--- src/rtl/serializer_pkg.sv ---
// rtl/serializer_pkg.sv - shared constants and types for the serializer
package serializer_pkg;

    localparam int DEF_DATA_W = 16;
    localparam int DEF_MOD_W  = $clog2(DEF_DATA_W);

    // A modifier of MOD_FULL sends the whole word; lengths below MOD_MIN are rejected.
    localparam int MOD_FULL = 0;
    localparam int MOD_MIN  = 3;

    typedef enum logic {
        IDLE = 1'b0,
        SEND = 1'b1
    } ser_state_t;

endpackage

--- src/rtl/ser_pending_slot.sv ---
// rtl/ser_pending_slot.sv - one-word holding slot between input and shift engine
module ser_pending_slot #(
    parameter int DATA_W = 16,
    parameter int LEN_W  = 5
) (
    input  logic              i_clk,
    input  logic              i_srst,
    input  logic              i_load,
    input  logic              i_unload,
    input  logic [DATA_W-1:0] i_data,
    input  logic [LEN_W-1:0]  i_len,
    output logic [DATA_W-1:0] o_data,
    output logic [LEN_W-1:0]  o_len,
    output logic              o_valid
);

    logic [DATA_W-1:0] r_data;
    logic [LEN_W-1:0]  r_len;
    logic              r_valid;

    // Capture a word on load; drop the valid flag when the engine takes it.
    // Load and unload never coincide: load needs an empty slot, unload a full one.
    always_ff @(posedge i_clk) begin
        if (i_srst) begin
            r_data  <= '0;
            r_len   <= '0;
            r_valid <= 1'b0;
        end else if (i_load) begin
            r_data  <= i_data;
            r_len   <= i_len;
            r_valid <= 1'b1;
        end else if (i_unload) begin
            r_valid <= 1'b0;
        end
    end

    assign o_data  = r_data;
    assign o_len   = r_len;
    assign o_valid = r_valid;

endmodule

--- src/rtl/serializer.sv ---
// rtl/serializer.sv - parallel-to-serial converter, MSB-first, with one-word lookahead
module serializer
    import serializer_pkg::*;
#(
    parameter int DATA_W = DEF_DATA_W,
    parameter int MOD_W  = $clog2(DATA_W)
) (
    input  logic              clk_i,
    input  logic              srst_i,
    input  logic [DATA_W-1:0] data_i,
    input  logic [MOD_W-1:0]  data_mod_i,
    input  logic              data_val_i,
    output logic              ser_data_o,
    output logic              ser_data_val_o,
    output logic              busy_o
);

    localparam int LEN_W = MOD_W + 1;

    ser_state_t        r_state;
    ser_state_t        w_next_state;
    logic [DATA_W-1:0] r_shift;
    logic [LEN_W-1:0]  r_cnt;        // bits still to send after the one on the output
    logic              r_ser_data;
    logic              r_ser_val;

    logic [LEN_W-1:0]  w_len;
    logic              w_len_ok;
    logic              w_accept;
    logic              w_last;
    logic              w_direct;
    logic              w_pend_load;
    logic              w_pend_unload;
    logic              w_pend_val;
    logic [DATA_W-1:0] w_pend_data;
    logic [LEN_W-1:0]  w_pend_len;
    logic              w_load;
    logic [DATA_W-1:0] w_load_word;
    logic [LEN_W-1:0]  w_load_len;
    logic [DATA_W-1:0] w_shift_nxt;
    logic [LEN_W-1:0]  w_cnt_nxt;
    logic              w_ser_data_nxt;
    logic              w_ser_val_nxt;

    assign w_len    = (data_mod_i == MOD_W'(MOD_FULL)) ? LEN_W'(DATA_W) : {1'b0, data_mod_i};
    assign w_len_ok = (data_mod_i == MOD_W'(MOD_FULL)) || (data_mod_i >= MOD_W'(MOD_MIN));
    assign w_accept = data_val_i && !w_pend_val && w_len_ok;

    // The bit currently on the output is the final one of the active word.
    assign w_last        = (r_state == SEND) && (r_cnt == '0);
    assign w_direct      = w_accept && ((r_state == IDLE) || (w_last && !w_pend_val));
    assign w_pend_load   = w_accept && !w_direct;
    assign w_pend_unload = w_last && w_pend_val;

    // A waiting pending word always wins over the input port.
    assign w_load      = w_pend_unload || w_direct;
    assign w_load_word = w_pend_unload ? w_pend_data : data_i;
    assign w_load_len  = w_pend_unload ? w_pend_len  : w_len;

    ser_pending_slot #(
        .DATA_W (DATA_W),
        .LEN_W  (LEN_W)
    ) u_pending (
        .i_clk    (clk_i),
        .i_srst   (srst_i),
        .i_load   (w_pend_load),
        .i_unload (w_pend_unload),
        .i_data   (data_i),
        .i_len    (w_len),
        .o_data   (w_pend_data),
        .o_len    (w_pend_len),
        .o_valid  (w_pend_val)
    );

    // State register.
    always_ff @(posedge clk_i) begin
        if (srst_i) begin
            r_state <= IDLE;
        end else begin
            r_state <= w_next_state;
        end
    end

    // Next state: stay in SEND while bits remain or another word is ready to chain on.
    always_comb begin
        w_next_state = r_state;
        case (r_state)
            IDLE:    if (w_accept) w_next_state = SEND;
            SEND:    if (w_last && !w_load) w_next_state = IDLE;
            default: w_next_state = IDLE;
        endcase
    end

    // Next output/datapath values: load a fresh word, shift the active one, or go quiet.
    always_comb begin
        w_shift_nxt    = r_shift;
        w_cnt_nxt      = r_cnt;
        w_ser_data_nxt = 1'b0;
        w_ser_val_nxt  = 1'b0;
        if (w_load) begin
            w_ser_data_nxt = w_load_word[DATA_W-1];
            w_ser_val_nxt  = 1'b1;
            w_shift_nxt    = w_load_word << 1;
            w_cnt_nxt      = w_load_len - LEN_W'(1);
        end else if ((r_state == SEND) && !w_last) begin
            w_ser_data_nxt = r_shift[DATA_W-1];
            w_ser_val_nxt  = 1'b1;
            w_shift_nxt    = r_shift << 1;
            w_cnt_nxt      = r_cnt - LEN_W'(1);
        end
    end

    // Register the datapath and the outputs.
    always_ff @(posedge clk_i) begin
        if (srst_i) begin
            r_shift    <= '0;
            r_cnt      <= '0;
            r_ser_data <= 1'b0;
            r_ser_val  <= 1'b0;
        end else begin
            r_shift    <= w_shift_nxt;
            r_cnt      <= w_cnt_nxt;
            r_ser_data <= w_ser_data_nxt;
            r_ser_val  <= w_ser_val_nxt;
        end
    end

    assign ser_data_o     = r_ser_data;
    assign ser_data_val_o = r_ser_val;
    assign busy_o         = w_pend_val;

endmodule

--- config.mk ---
export PLATFORM = sky130hd
export DESIGN_NAME = serializer
export DESIGN_NICKNAME = d
export VERILOG_FILES = /design/src/rtl/serializer_pkg.sv /design/src/rtl/ser_pending_slot.sv /design/src/rtl/serializer.sv
export SDC_FILE = /design/constraint.sdc
export NUM_CORES = 1
export LEC_CHECK = 0
export ABC_AREA = 1
export BUFFER_PORTS_ARGS = -buffer_cell sky130_fd_sc_hd__buf_4
export CAP_MARGIN = 30
export CORE_MARGIN = 1
export CORE_UTILIZATION = 50
export CTS_BUF_LIST = sky130_fd_sc_hd__clkbuf_8 sky130_fd_sc_hd__clkbuf_16
export CTS_CLUSTER_DIAMETER = 30
export DETAILED_ROUTE_END_ITERATION = 12
export GPL_ROUTABILITY_DRIVEN = 0
export PLACE_DENSITY = 0.69
export SYNTH_ARGS = -nofsm -noshare
export SYNTH_HDL_FRONTEND = slang
export SYNTH_SLANG_ARGS = --single-unit
--- constraint.sdc ---
create_clock -name clk_i -period 2.9 [get_ports clk_i]
set_input_delay 0.435 -clock clk_i [delete_from_list [all_inputs] [get_ports clk_i]]
set_output_delay 0.435 -clock clk_i [all_outputs]
set_load 0.005 [all_outputs]
=== After elaboration in Yosys (flattened, before gate mapping) ===
Cells that the tools add are included.
Widths: inputs -> output; s select.

* $add $sub $neg: 2
* $lt $le $gt $ge: 1
* Mux-type cells: 16
* Bitwise gates (word level): 1
* Reduce and logical (&&, ||, !) cells: 20

{| class="wikitable"
|+ Operators with widths
! operator !! number
|-
| $mux 16 || 3
|-
| $mux 5 || 4
|-
| $sub 5x1->5 const B || 2
|-
| $logic_and 1x1->1 || 9
|-
| $mux 1 || 8
|-
| $logic_not 5->1 || 1
|-
| $ge 4x2->1 const B || 1
|-
| $logic_not 1->1 || 4
|-
| $logic_not 4->1 || 1
|-
| $reduce_bool 2->1 || 2
|-
| $logic_or 1x1->1 || 3
|-
| $pmux 1 s2 || 1
|-
| $not 1->1 || 1
|}

* Flip-flop bits (word level): 45
* Input port bits: 23
* Output and inout bits: 3
* Word-level logic and storage cells: 48

=== Logic depth before layout (Yosys ltp) ===
* Word-level depth: 10
* Gate-level depth with buffers: 16
* Mapped depth without buffers: 16

=== By module ===
From an unflattened synthesis, not the netlist that was laid out.

* Cell total of the unflattened synthesis: 315
* Area total of the unflattened synthesis: 2,290.9 um^2

{| class="wikitable"
|+ Modules (own cells, without submodules)
! module !! instances !! cells an instance !! area each (um^2) !! sequential area each (um^2)
|-
| serializer || 1 || 219 || 1,468.9 || 460.4
|-
| ser_pending_slot || 1 || 96 || 822.0 || 440.4
|}

=== Least setup slack after synthesis ===
Ideal clock, no wire load.

* Path type: input to register
* Start point: input data_mod_i[3]
* End point: register r_cnt[2]
* Library setup time: 0.115 ns
* Data arrival time: 1.616 ns
* Required time: 2.785 ns
* Slack: 1.168 ns
* Stages: 12
* Path buffers: 0
* Cells stage by stage: nor2_1 nand3_1 nand2_1 inv_1 nand2_2 nand2_2 nand3_1 nand2_2 ha_1 xnor2_1 o21ai_0 inv_1

* Word-level cells in the longest chain between the ends: 6
* Elaborated cells on any way between the ends: 11
* Classes of those cells: add/sub (1); order compare (1); mux (3); reduce/logical (6)

{| class="wikitable"
|+ Ends and longest elaborated chain
! what !! RTL line !! RTL
|-
| start, declared || serializer.sv:11 || <nowiki>input logic [MOD_W-1:0] data_mod_i,</nowiki>
|-
| branches (longest 6 deep; another with $sub 5x1->5) || -- ||
|-
| end signal, assigned || serializer.sv:122 || <nowiki>r_cnt <= w_cnt_nxt;</nowiki>
|-
| end, declared || serializer.sv:23 || <nowiki>logic [LEN_W-1:0] r_cnt;</nowiki>
|}

Several ways; the timed one is not identified.
A chain may end at the register's enable or synchronous reset.

=== Final worst setup path ===
* Start point: register r_cnt[0]
* End point: register r_cnt[4]

* Word-level cells in the longest chain between the ends: 7
* Elaborated cells on any way between the ends: 15
* Classes of those cells: add/sub (2); mux (3); reduce/logical (10)

{| class="wikitable"
|+ Ends and longest elaborated chain
! what
|-
| branches (longest 7 deep; another with $sub 5x1->5)
|}

Several ways; the timed one is not identified. The select of a mux whose other input is x is not followed.

==> results.yml <==
power_and_ir_drop:
  power_density_mw_per_mm2: 660
  pwr-share-seq_pct: 48.0
  power_leakage_nw: 1.15
  power_switching_uw: 564
  power_frac_comb_pct: 28.9
  finalPower_mw: 1.61
  ir_drop_mv: 0.375
  power_frac_clock_pct: 23.2
  sw_frac_of_total_pct: 34.9
  p_int_mw: 1.05
sta:
  post-route-min-period_ns: 2.21
  setup_tns_ns: 0
  setup_viol: 0
  maxSlewHeadroom_pct: 41.2
  max_freq_ghz: 0.452
  worstMarginPinSlew_ns: 0.879
  hold_viol: 0
  drv_slew: 0
  hold_slack_ns: 0.355
  finalClockSkew_ns: 0.00557
  fin_crit_sh_pct: 76.3
  rsz0062_at_grt: "false"
cts:
  cts_tree: "yes"
  numCtsBuffers: 5
  postCtsHoldBufs: 0
  clock_sinks: 45
  htreeDepth: 2
  post_cts_resized: 0
  clock_path_buffers: 2
  worstSkewPairLatency_ns: 0.31
  cts_setup_buffers: 0
  cts_root_buf: "clkbuf_8"
  path_clk_slew_ns: 0.08
hold_path:
  whs_path_depth: 3
  hold_class: "in2reg"
placed_design:
  port_buffers: 25
  dp_hpwl_um: 3490
global_route:
  grt_pass1_wl_um: 8030
  grt_overflow: 0
  grt_max_degree: 24
  grt_pass1_vias: 1792
  antenna_found_initial: 0
  grt_usage_pct: 23.6
synth:
  synth-main-ff-cell: "dfxtp_1"
  ys_seq_elements: 45
  syn_area_sq_mm: 0.00218
  synth_edf_count: 0
  synth.distinct_cells: 26
  avgSynthCellArea_sq_um: 6.94
  synth-warning-count: 0
  syn-instance-count: 315
  syn_nets: 339
  ys_seq_area_share_pct: 41.2
  async_reset_ff_share_pct: 0
die:
  num_rows: 23
  boundaryPins: 26
  die_area_sq_mm: 0.00464
  coreArea_sq_mm: 0.00409
  dieWidth_um: 68.1
  die_h_um: 68.1
  start_util_pct: 53.5
routing:
  wl_met2_um: 2130
  met3_length_um: 226
  routed.top_layer: "met4"
  wl_um: 4870
  wl_met1_um: 2440
  wire_per_inst_um: 12.7
  drt-pass1-iter-count: 5
  vias: 2013
  drc: 0
  viasPerCell: 5.24
  ant_nets: 0
  drt_iter0_markers: 217
worst_setup_path:
  crit_required_ns: 3.16
  end_kind: "register"
  crit_fanout: 18
  cp.arrival_ns: 2.47
  worstSetupPathType: "reg2reg"
  rr_worst_depth: 14
  start_kind: "register"
outcome:
  status: "finished clean"
cells_and_area:
  layout_common_cells: "nand2_1, dfxtp_1, nor2_1"
  drive_gt1_share_pct: 15.3
  fin_nets: 357
  insertedDiodeCount: 0
  area.growth.synth_to_final_pct: 11.9
  final_common_cell: "nand2_1"
run:
  cap_violations: 0
-- stage by stage --
| step | worst slack (ns) | util [%] | cell area, sq um | cells |
|---|---|---|---|---|
| after global routing | 0.453 | 59.8 | 2440 | 384 |
| after global placement | 0.598 | 57.8 | 2360 | 376 |
| final | 0.688 | 59.8 | 2440 | 384 |
| after detailed placement | 0.570 | 57.8 | 2360 | 376 |
| after CTS | 0.722 | 59.8 | 2440 | 384 |
| after floorplan | 1.17 | - | 2180 | 315 |
-- critical path: stages (launching register included) --
cell and delay [ns]:
dfxtp_1 0.31, inv_1 0.10, nand2_1 0.10, nor2_4 0.18
nand3_2 0.33, nand2_2 0.32, nand3_1 0.12, nand2_2 0.11
ha_1 0.21, nand3_1 0.09, nor2_1 0.09, nand2_1 0.05
nand3_1 0.06, nand2_1 0.05, inv_1 0.04
-- routing by layer --
metal / vias to the layer above / global-route usage, %
met1: 893 / 32.6
met4: 0 / 10.7
met5: - / 0
li1: 1071 / -
met2: 42 / 35.2
met3: 7 / 4.50
-- final timing paths --
path               startpoint                   end  slack, ns
hold reg to reg   r_shift[12]           r_shift[12]       0.48
setup / recovery     r_cnt[0]              r_cnt[4]       0.69
setup reg to reg     r_cnt[0]              r_cnt[4]       0.69
hold / removal     data_i[14]  u_pending.o_data[14]       0.36
-- kinds of logic after synthesis --
| family | share of synthesized area, % |
|---|---|
| xor gates and xnor gates | 0.401 |
| DFF | 41.2 |
| and+or+nand+nor | 32.0 |
| AOI/OAI and AO/OA | 16.2 |
| adders and majority gates | 0.573 |
| buffers and inverters | 9.56 |
-- power groups by stage --
stage	registers [mW]	logic, mW	clock network [mW]
2_1_floorplan	0.766	0.369	0
3_3_place_gp	0.785	0.459	0
3_5_place_dp	0.786	0.460	0
4_1_cts	0.773	0.462	0.383
5_1_grt	0.785	0.527	0.405
6_report	0.774	0.466	0.374
-- synthesized netlist by cell type (all sizes together) (3+ instances only) --
master	count	area, sq um
buf	15	96.3
a21oi	13	65.1
o21ai	34	170
or2	3	18.8
dfxtp	45	901
nor2	41	164
clkbuf	4	15.0
nand2	72	283
o211ai	13	97.6
nand4	7	43.8
nand3	37	190
inv	26	97.6
-- area by class of cell --
cell class	instances	area, sq um
Timing Repair Buffer	30	225
Inverter	26	97.6
Clock buffer	5	68.8
Tap cell	50	62.6
Clock inverter	3	13.8
Fill cell	400	1640
Multi-Input combinational cell	225	1070
Sequential cell	45	901
-- state kept, by name, summed over array words and instances (netlist names) --
signal / cells
u_pending.o_data: 16
r_shift: 15
r_cnt: 5
u_pending.o_len: 5
r_state: 1
ser_data_o: 1
ser_data_val_o: 1
u_pending.o_valid: 1
Note: power is estimated with default switching activity, not from simulation.
